**src/rtl/capture_reader.sv**
```systemverilog
// Drains the circular logic-analyser capture RAM oldest-first after a capture completes,
// streaming each word with its frame index, trigger and last markers on a valid/ready port.
module capture_reader #(
    parameter int CHN_NUM = 8,
    parameter int ADDR_W  = 10,
    parameter int RD_LAT  = 1
) (
    input  logic                iSysClk,
    input  logic                iRst,
    input  logic                finished,
    input  logic [ADDR_W-1:0]   start_addr,
    input  logic [ADDR_W-1:0]   pre_num,
    output logic                rd_en,
    output logic [ADDR_W-1:0]   rd_addr,
    input  logic [CHN_NUM-1:0]  rd_data,
    output logic [CHN_NUM-1:0]  o_data,
    output logic [ADDR_W-1:0]   o_idx,
    output logic                o_trig,
    output logic                o_last,
    output logic                o_valid,
    input  logic                i_ready,
    output logic                busy,
    output logic                overrun
);

    localparam int FD    = RD_LAT + 1;
    localparam int PTR_W = $clog2(FD);
    localparam int CNT_W = $clog2(FD + 1);
    localparam int ENT_W = CHN_NUM + ADDR_W + 2;

    typedef enum logic [1:0] {S_IDLE, S_READ, S_DRAIN} state_t;

    state_t             r_state;
    state_t             w_nextState;

    logic [ADDR_W-1:0]  r_base;
    logic [ADDR_W-1:0]  r_pre;
    logic [ADDR_W:0]    r_rdCnt;
    logic [CNT_W-1:0]   r_inflight;
    logic [CNT_W-1:0]   r_fifoCount;
    logic [RD_LAT-1:0]  r_pipeVld;
    logic [RD_LAT-1:0]  r_pipeTrig;
    logic [RD_LAT-1:0]  r_pipeLast;
    logic [ADDR_W-1:0]  r_pipeIdx [RD_LAT];
    logic [ENT_W-1:0]   r_fifoMem [FD];
    logic [PTR_W-1:0]   r_wrPtr;
    logic [PTR_W-1:0]   r_rdPtr;

    logic               w_start;
    logic               w_push;
    logic               w_pop;
    logic [ADDR_W-1:0]  w_issueIdx;
    logic [CNT_W:0]     w_credit;

    function automatic logic [PTR_W-1:0] ptrNext(input logic [PTR_W-1:0] p);
        return (p == PTR_W'(FD - 1)) ? '0 : p + PTR_W'(1);
    endfunction

    assign w_start    = finished && (r_state == S_IDLE);
    assign w_push     = r_pipeVld[RD_LAT-1];
    assign o_valid    = (r_fifoCount != '0);
    assign w_pop      = o_valid && i_ready;
    assign w_issueIdx = r_rdCnt[ADDR_W-1:0];
    assign busy       = (r_state != S_IDLE);
    assign rd_addr    = r_base + w_issueIdx;

    // A slot freed by this cycle's pop counts as credit, which keeps one read per cycle at full rate
    assign w_credit = {1'b0, r_fifoCount} + {1'b0, r_inflight} - {{CNT_W{1'b0}}, w_pop};
    assign rd_en    = (r_state == S_READ) && !r_rdCnt[ADDR_W] && (w_credit < (CNT_W+1)'(FD));

    assign {o_data, o_idx, o_trig, o_last} = r_fifoMem[r_rdPtr];

    always_ff @(posedge iSysClk) begin
        if (iRst) begin
            r_state <= S_IDLE;
        end else begin
            r_state <= w_nextState;
        end
    end

    always_comb begin
        w_nextState = r_state;
        case (r_state)
            S_IDLE:  if (finished)                           w_nextState = S_READ;
            S_READ:  if (rd_en && (w_issueIdx == '1))        w_nextState = S_DRAIN;
            S_DRAIN: if (w_pop && o_last)                    w_nextState = S_IDLE;
            default:                                         w_nextState = S_IDLE;
        endcase
    end

    always_ff @(posedge iSysClk) begin
        if (iRst) begin
            r_base  <= '0;
            r_pre   <= '0;
            r_rdCnt <= '0;
            overrun <= 1'b0;
        end else if (w_start) begin
            r_base  <= start_addr;
            r_pre   <= pre_num;
            r_rdCnt <= '0;
            overrun <= 1'b0;
        end else begin
            if (finished) overrun <= 1'b1;
            if (rd_en)    r_rdCnt <= r_rdCnt + (ADDR_W+1)'(1);
        end
    end

    // Frame metadata travels alongside the RAM access so it lines up with rd_data on return
    always_ff @(posedge iSysClk) begin
        if (iRst) begin
            r_pipeVld  <= '0;
            r_pipeTrig <= '0;
            r_pipeLast <= '0;
            for (int i = 0; i < RD_LAT; i++) r_pipeIdx[i] <= '0;
            r_inflight <= '0;
        end else begin
            r_pipeVld[0]  <= rd_en;
            r_pipeTrig[0] <= (w_issueIdx == r_pre);
            r_pipeLast[0] <= (w_issueIdx == '1);
            r_pipeIdx[0]  <= w_issueIdx;
            for (int i = 1; i < RD_LAT; i++) begin
                r_pipeVld[i]  <= r_pipeVld[i-1];
                r_pipeTrig[i] <= r_pipeTrig[i-1];
                r_pipeLast[i] <= r_pipeLast[i-1];
                r_pipeIdx[i]  <= r_pipeIdx[i-1];
            end
            r_inflight <= r_inflight + CNT_W'(rd_en) - CNT_W'(w_push);
        end
    end

    always_ff @(posedge iSysClk) begin
        if (iRst) begin
            r_wrPtr     <= '0;
            r_rdPtr     <= '0;
            r_fifoCount <= '0;
            for (int i = 0; i < FD; i++) r_fifoMem[i] <= '0;
        end else begin
            if (w_push) begin
                r_fifoMem[r_wrPtr] <= {rd_data, r_pipeIdx[RD_LAT-1],
                                       r_pipeTrig[RD_LAT-1], r_pipeLast[RD_LAT-1]};
                r_wrPtr <= ptrNext(r_wrPtr);
            end
            if (w_pop) r_rdPtr <= ptrNext(r_rdPtr);
            case ({w_push, w_pop})
                2'b10:   r_fifoCount <= r_fifoCount + CNT_W'(1);
                2'b01:   r_fifoCount <= r_fifoCount - CNT_W'(1);
                default: r_fifoCount <= r_fifoCount;
            endcase
        end
    end

endmodule

```
**config.mk**
```make
export PLATFORM = sky130hd
export DESIGN_NAME = capture_reader
export DESIGN_NICKNAME = d
export VERILOG_FILES = /design/src/rtl/capture_reader.sv
export SDC_FILE = /design/constraint.sdc
export NUM_CORES = 1
export LEC_CHECK = 0
export ABC_AREA = 1
export BUFFER_PORTS_ARGS = -buffer_cell sky130_fd_sc_hd__buf_2
export CORE_ASPECT_RATIO = 1.75
export CORE_MARGIN = 1.5
export CORE_UTILIZATION = 60
export DETAILED_ROUTE_END_ITERATION = 12
export PLACE_DENSITY = 0.89
export SYNTH_ARGS = -nofsm -noshare
export SYNTH_HDL_FRONTEND = slang
export SYNTH_SLANG_ARGS = --single-unit
```
**constraint.sdc**
```tcl
create_clock -name iSysClk -period 4.5 [get_ports iSysClk]
set_clock_uncertainty 0.15 [all_clocks]
set_input_delay 0.225 -clock iSysClk [delete_from_list [all_inputs] [get_ports iSysClk]]
set_output_delay 0.225 -clock iSysClk [all_outputs]
set_load 0.03 [all_outputs]
```
==> Word level (Yosys, flattened, before mapping) <==
Memories as Yosys holds them, arrays and structs flattened. A register that Yosys moved wholly into a read port is not among the register bits.
Cells that the tools add are included.
Widths: inputs -> output; s select.
{ "totals": {"reg_bits": 43, "latch_bits": 0, "ram_bits": 50, "rom_bits": 0, "out_inout_bits": 34, "wordCells": 69, "n_memories": 2} }
{ "memory_table": {"columns": ["name", "words", "word_bits", "read_ports", "rd_clocked_by_memory_dff", "write_ports", "line", "text"], "rows": [
  ["r_fifoMem", 2, 20, 1, 1, 2, "45", "logic [ENT_W-1:0] r_fifoMem [FD];"],
  ["r_pipeIdx", 1, 10, 1, 0, 1, "44", "logic [ADDR_W-1:0] r_pipeIdx [RD_LAT];"]
]} }
{ "op_classes": {"add_sub_neg": 10, "mul": 0, "div_mod_pow": 0, "order_cmp": 1, "eq_ne": 9, "shift": 0, "n_mux": 20, "bitwise_logic": 0, "n_reduce_logical": 15} }
{ "ops": {"columns": ["operator", "count"], "rows": [
  ["$mux 20", 1],
  ["$reduce_or 20->1", 1],
  ["$mux 1", 13],
  ["$add 11x1->11 const B", 1],
  ["$add 10x10->10", 1],
  ["$eq 10x10->1", 1],
  ["$eq 10x10->1 const B", 1],
  ["$mux 10", 1],
  ["$reduce_or 10->1", 1],
  ["$logic_and 1x1->1", 6],
  ["$mux 2", 3],
  ["$pmux 2 s3", 1],
  ["$reduce_bool 2->1", 3],
  ["$eq 2x1->1 const B", 2],
  ["$eq 2x2->1 const B", 2],
  ["$ne 2x2->1 const B", 2],
  ["$pmux 2 s2", 1],
  ["$add 2x2->3", 1],
  ["$lt 3x2->1 const B", 1],
  ["$reduce_and 3->1", 1],
  ["$sub 3x1->3", 1],
  ["$add 1x1->1 const B", 2],
  ["$add 2x1->2", 1],
  ["$add 2x1->2 const B", 1],
  ["6 further kinds", 6]
]} }

==> Depth between registers and ports, before layout <==
{ "depth": {"word_depth": 8, "ltp_mapped": 15} }

==> Worst setup path before layout <==
OpenSTA, ideal clock, no wires.
{ "synth_path": {"kind": "register to register", "from": "reg r_fifoCount[1]", "to": "reg r_inflight[1]", "setup_ns": 0.070, "arrival_time_ns": 2.278, "t_required_ns": 4.280, "slack_ns": 2.003, "path_stages_with_launch": 13, "path_buffers": 1, "synth_period_minus_slack_ns": 2.497, "path_cell_list": "dfxtp_1 -> inv_1 -> ha_1 -> fa_1 -> inv_1 -> nor2_1 -> nand2_1 -> nor2b_4 -> buf_8 -> ha_1 -> xnor2_1 -> o21ai_0 -> a21oi_1"} }
{ "synth_between": {"elab_chain_len": 7} }
{ "synth_rtl": {"columns": ["element", "line", "text"], "rows": [
  ["from (decl)", "40", "logic [CNT_W-1:0] r_fifoCount;"],
  ["from (signal assigned)", "145", "2'b10: r_fifoCount <= r_fifoCount + CNT_W'(1);"],
  ["from (signal assigned)", "146", "2'b01: r_fifoCount <= r_fifoCount - CNT_W'(1);"],
  ["from (signal assigned)", "147", "default: r_fifoCount <= r_fifoCount;"],
  ["branches (longest 2 deep; another with $add 2x2->3)", null, null],
  ["$sub 3x1->3 (*)", "68", "assign w_credit = {1'b0, r_fifoCount} + {1'b0, r_inflight} - {{CNT_W{1'b0}}, w_pop};"],
  ["$lt 3x2->1 (*)", "69", "assign rd_en = (r_state == S_READ) && !r_rdCnt[ADDR_W] && (w_credit < (CNT_W+1)'(FD));"],
  ["$logic_and 1x1->1 (*)", "69", null],
  ["named net rd_en", "13", "output logic rd_en,"],
  ["$add 2x1->2 (*)", "127", "r_inflight <= r_inflight + CNT_W'(rd_en) - CNT_W'(w_push);"],
  ["$sub 2x1->2 (*)", "127", null],
  ["to (signal assigned)", "127", null],
  ["to (decl)", "39", "logic [CNT_W-1:0] r_inflight;"]
]} }
Mark *: on every way through the listed nets, which the timed path passes.
A chain may end at the register's enable or synchronous reset.

==> Worst setup path after layout <==
{ "layout_path": {"from": "reg r_fifoCount[0]", "to": "out rd_en"} }
{ "layout_between": {"elab_chain_len": 5} }
{ "layout_rtl": {"columns": ["element", "line"], "rows": [
  ["branches (longest 2 deep; another with $add 2x2->3)", null],
  ["$sub 3x1->3 (*)", "68"],
  ["$lt 3x2->1 (*)", "69"],
  ["$logic_and 1x1->1 (*)", "69"],
  ["to (decl)", "13"]
]} }
Every way passes the cells marked *.

==> impl_metrics.env <==
export IMPL_status="finished clean"
export IMPL_power_w=0.00218
export IMPL_io_buffers=65
export IMPL_drt_initial_drc_count=375
export IMPL_grt_setup_unrepaired="false"
export IMPL_fin_crit_ns=3.04
export IMPL_htree_levels=3
export IMPL_leakagePower_nw=2.29
export IMPL_critPathTopFamily="simple AND/OR/NAND/NOR gates"
export IMPL_tns_ns=0
export IMPL_core_area_um2=7130
export IMPL_power_switching_w=0.000590
export IMPL_comb_power_share=0.150
export IMPL_post_cts_setup_buffers=0
export IMPL_synth_area_leader_cell="edfxtp_1"
export IMPL_root_buffer="clkbuf_16"
export IMPL_hpwl_um=6840
export IMPL_gr_usage_met1=0.261
export IMPL_hp_class="in2reg"
export IMPL_final_setup_viol_count=0
export IMPL_die_y_um=116
export IMPL_fin_nets=614
export IMPL_max_cap_violations=0
export IMPL_start_util=0.612
export IMPL_post_route_period_util=0.675
export IMPL_numCtsBuffers=9
export IMPL_finalHoldViolations=0
export IMPL_ant_nets=0
export IMPL_power_internal_w=0.00158
export IMPL_ir_drop_mv=0.280
export IMPL_drt_vias_per_instance=5.36
export IMPL_area_delta_synth_final_pct=19.3
export IMPL_cts_tree="built"
export IMPL_swShare=0.271
export IMPL_synth_top_cells_by_area="edfxtp_1 28%, dfxtp_1 25%, nor2_1 8.5%"
export IMPL_syn_area_um2=4370
export IMPL_die_area_um2=7820
export IMPL_cp_start_kind="flop"
export IMPL_rows=41
export IMPL_grt_max_degree=30
export IMPL_grt_pass1_vias=3551
export IMPL_finish_utilization=0.730
export IMPL_power_frac_clock=0.402
export IMPL_path_clk_slew_ns=0.07
export IMPL_p_per_area_nw_per_um2=418
export IMPL_die_w_um=67.5
export IMPL_drt_pass1_iterations=4
export IMPL_synth_cells=491
export IMPL_cp_slowest_stage_delay_ns=0.53
export IMPL_cp_num_buf_inv=3
export IMPL_drc=0
export IMPL_grt_overflow_total=0
export IMPL_synth_top_area_frac=0.275
export IMPL_critPathRequiredTime_ns=4.12
export IMPL_clk_latency_ns=0.35
export IMPL_antenna_found_initial=0
export IMPL_relSlewSlack=0.398
export IMPL_antenna_cells=0
export IMPL_use_met2=0.504
export IMPL_crit_fanout=15
export IMPL_cts_sinks=94
export IMPL_drv_slew=0
export IMPL_wl_per_cell_um=14.9
export IMPL_grt_first_pass_wirelength_um=15900
export IMPL_post_cts_resize_count=0
export IMPL_crit_chain="inv_1 > o21ai_0 > nand2_1 > fa_1 > inv_1 > nor2_1 > nand2_1 > nor2b_4 > buf_2"
export IMPL_clk_path_buf_depth=2
export IMPL_routabilityCongestion=0.903
export IMPL_wl_um=9840
export IMPL_power_frac_seq=0.448
export IMPL_fillers=517
export IMPL_tightestPinTransition_ns=0.901
export IMPL_syn_nets=538
export IMPL_met3_usage=0.0534
export IMPL_fmax_mhz=329
export IMPL_arrival_ns=2.66
export IMPL_vias=3527
export IMPL_yosysUniqueCellTypes=31
export IMPL_crit_path_end_kind="output port"
export IMPL_ys_warn_count=0
export IMPL_synth_area_per_cell_um2=8.89
export IMPL_grt_busiest_layer="met2"
export IMPL_io_pins=66
export IMPL_critPathKind="reg2out"
export IMPL_drive_gt1_frac=0.206
export IMPL_grt_total_usage=0.272
export IMPL_ys_seq_area_frac=0.523
export IMPL_cpMaxStageDelayCell="fa_1"
export IMPL_ys_ff_latch=94
[what timing repair did]
item	in CTS	in global routing
setup endpoints to repair	0	0
endpoints found under the hold margin	12	0
hold buffers	12	0
[per-stage QoR]
stage	setup slack [ns]	area, um^2	cells	hold WS [ns]
2_1_floorplan	2.00	4370	491	0.204
3_3_place_gp	1.86	4740	630	0.287
3_5_place_dp	1.68	4740	630	0.302
4_1_cts	1.46	5210	658	0.00112
5_1_grt	1.26	5210	658	0.0262
6_report	1.46	5210	658	0.000672
[sequential cells by signal, summed over array words and instances, names as in the netlist, named ones only]
signal / flops
r_pipeIdx: 10
r_state: 2
r_rdPtr: 1
r_pipeLast: 1
r_fifoCount: 2
r_base: 10
overrun: 1
r_pipeTrig: 1
r_wrPtr: 1
r_fifoMem: 40
r_inflight: 2
r_rdCnt: 11
r_pre: 10
r_pipeVld: 1
[layout by cell type (no fill, tap or decap), drive strengths merged]
cell type    instances
a21boi               2
a21oi               31
a221oi               1
buf                 68
bufinv               2
clkbuf              10
dfxtp               54
dlygate4sd3         12
edfxtp              40
fa                   2
ha                  13
inv                 72
mux2                19
nand2               69
nand3               16
nand4                6
nor2               100
nor2b                1
nor3                 3
o21ai               30
o21bai               2
o22ai                2
xnor2                2
xor2                15
[power by group through the flow]
stage                     registers (W)  clock network (W)  logic, W
after CTS                      0.000974           0.000877  0.000326
after detailed placement       0.000992                  0  0.000316
after global placement         0.000988                  0  0.000304
after global routing           0.000979           0.000904  0.000362
final                          0.000974           0.000875  0.000326
after floorplan                0.000979                  0  0.000248
[logic make-up (layout without fill, tap and decap cells)]
group / after synthesis / after routing / synth area share
simple gates: 195 / 195 / 0.185
buf+inv: 83 / 164 / 0.0774
xor+xnor: 17 / 17 / 0.0341
compound gates: 68 / 68 / 0.0860
fa+ha+maj: 15 / 15 / 0.0464
mux: 19 / 19 / 0.0490
flops: 94 / 94 / 0.523
[routing by layer]
layer | vias up | wire length [um]
met4 | 0 | 490
li1 | 1735 | -
met2 | 119 | 5470
met3 | 38 | 430
met5 | - | 0
met1 | 1635 | 3450
[cell usage after synthesis]
cell and instances:
nand4_1 6, inv_2 3, fa_1 2, o21bai_1 2
edfxtp_1 40, inv_1 65, nand3_1 14, nor2_1 99
a21boi_0 2, nand2_1 66, nand3_2 2, nor3_1 3
dfxtp_1 54, a21oi_2 5, a221oi_1 1, nand2_2 3
o21ai_0 29, xnor2_1 2, buf_2 9, o22ai_1 2
a21oi_1 26, ha_1 13, clkbuf_1 3, buf_4 1
buf_1 1, nor2b_4 1, mux2_2 19, xor2_1 15
o21ai_1 1, nor2_4 1, buf_8 1
[layout make-up]
type	count	area, um^2	area share
Sequential cell	94	2280	0.438
Inverter	68	255	0.0490
Tap cell	86	108	0.0207
Clock buffer	10	250	0.0481
Clock inverter	6	97.6	0.0187
Multi-Input combinational cell	314	1750	0.335
Timing Repair Buffer	80	468	0.0899
[worst min-delay path, delay by kind of cell]
family / cells / cell delay (ns)
buf+inv: 1 / 0.07
compound gates: 1 / 0.07
simple gates: 1 / 0.09
[final timing paths]
kind	cells after the start	to	slack, ns	from
worst min register to register	1	r_rdPtr	0.32	r_rdPtr
worst max-delay path	9	rd_en	1.46	r_fifoCount[0]
worst min-delay path	3	r_base[6]	0.0007	start_addr[6]
worst max register to register	12	r_inflight[1]	1.65	r_fifoCount[0]
Power figures use the tool's default switching activity.
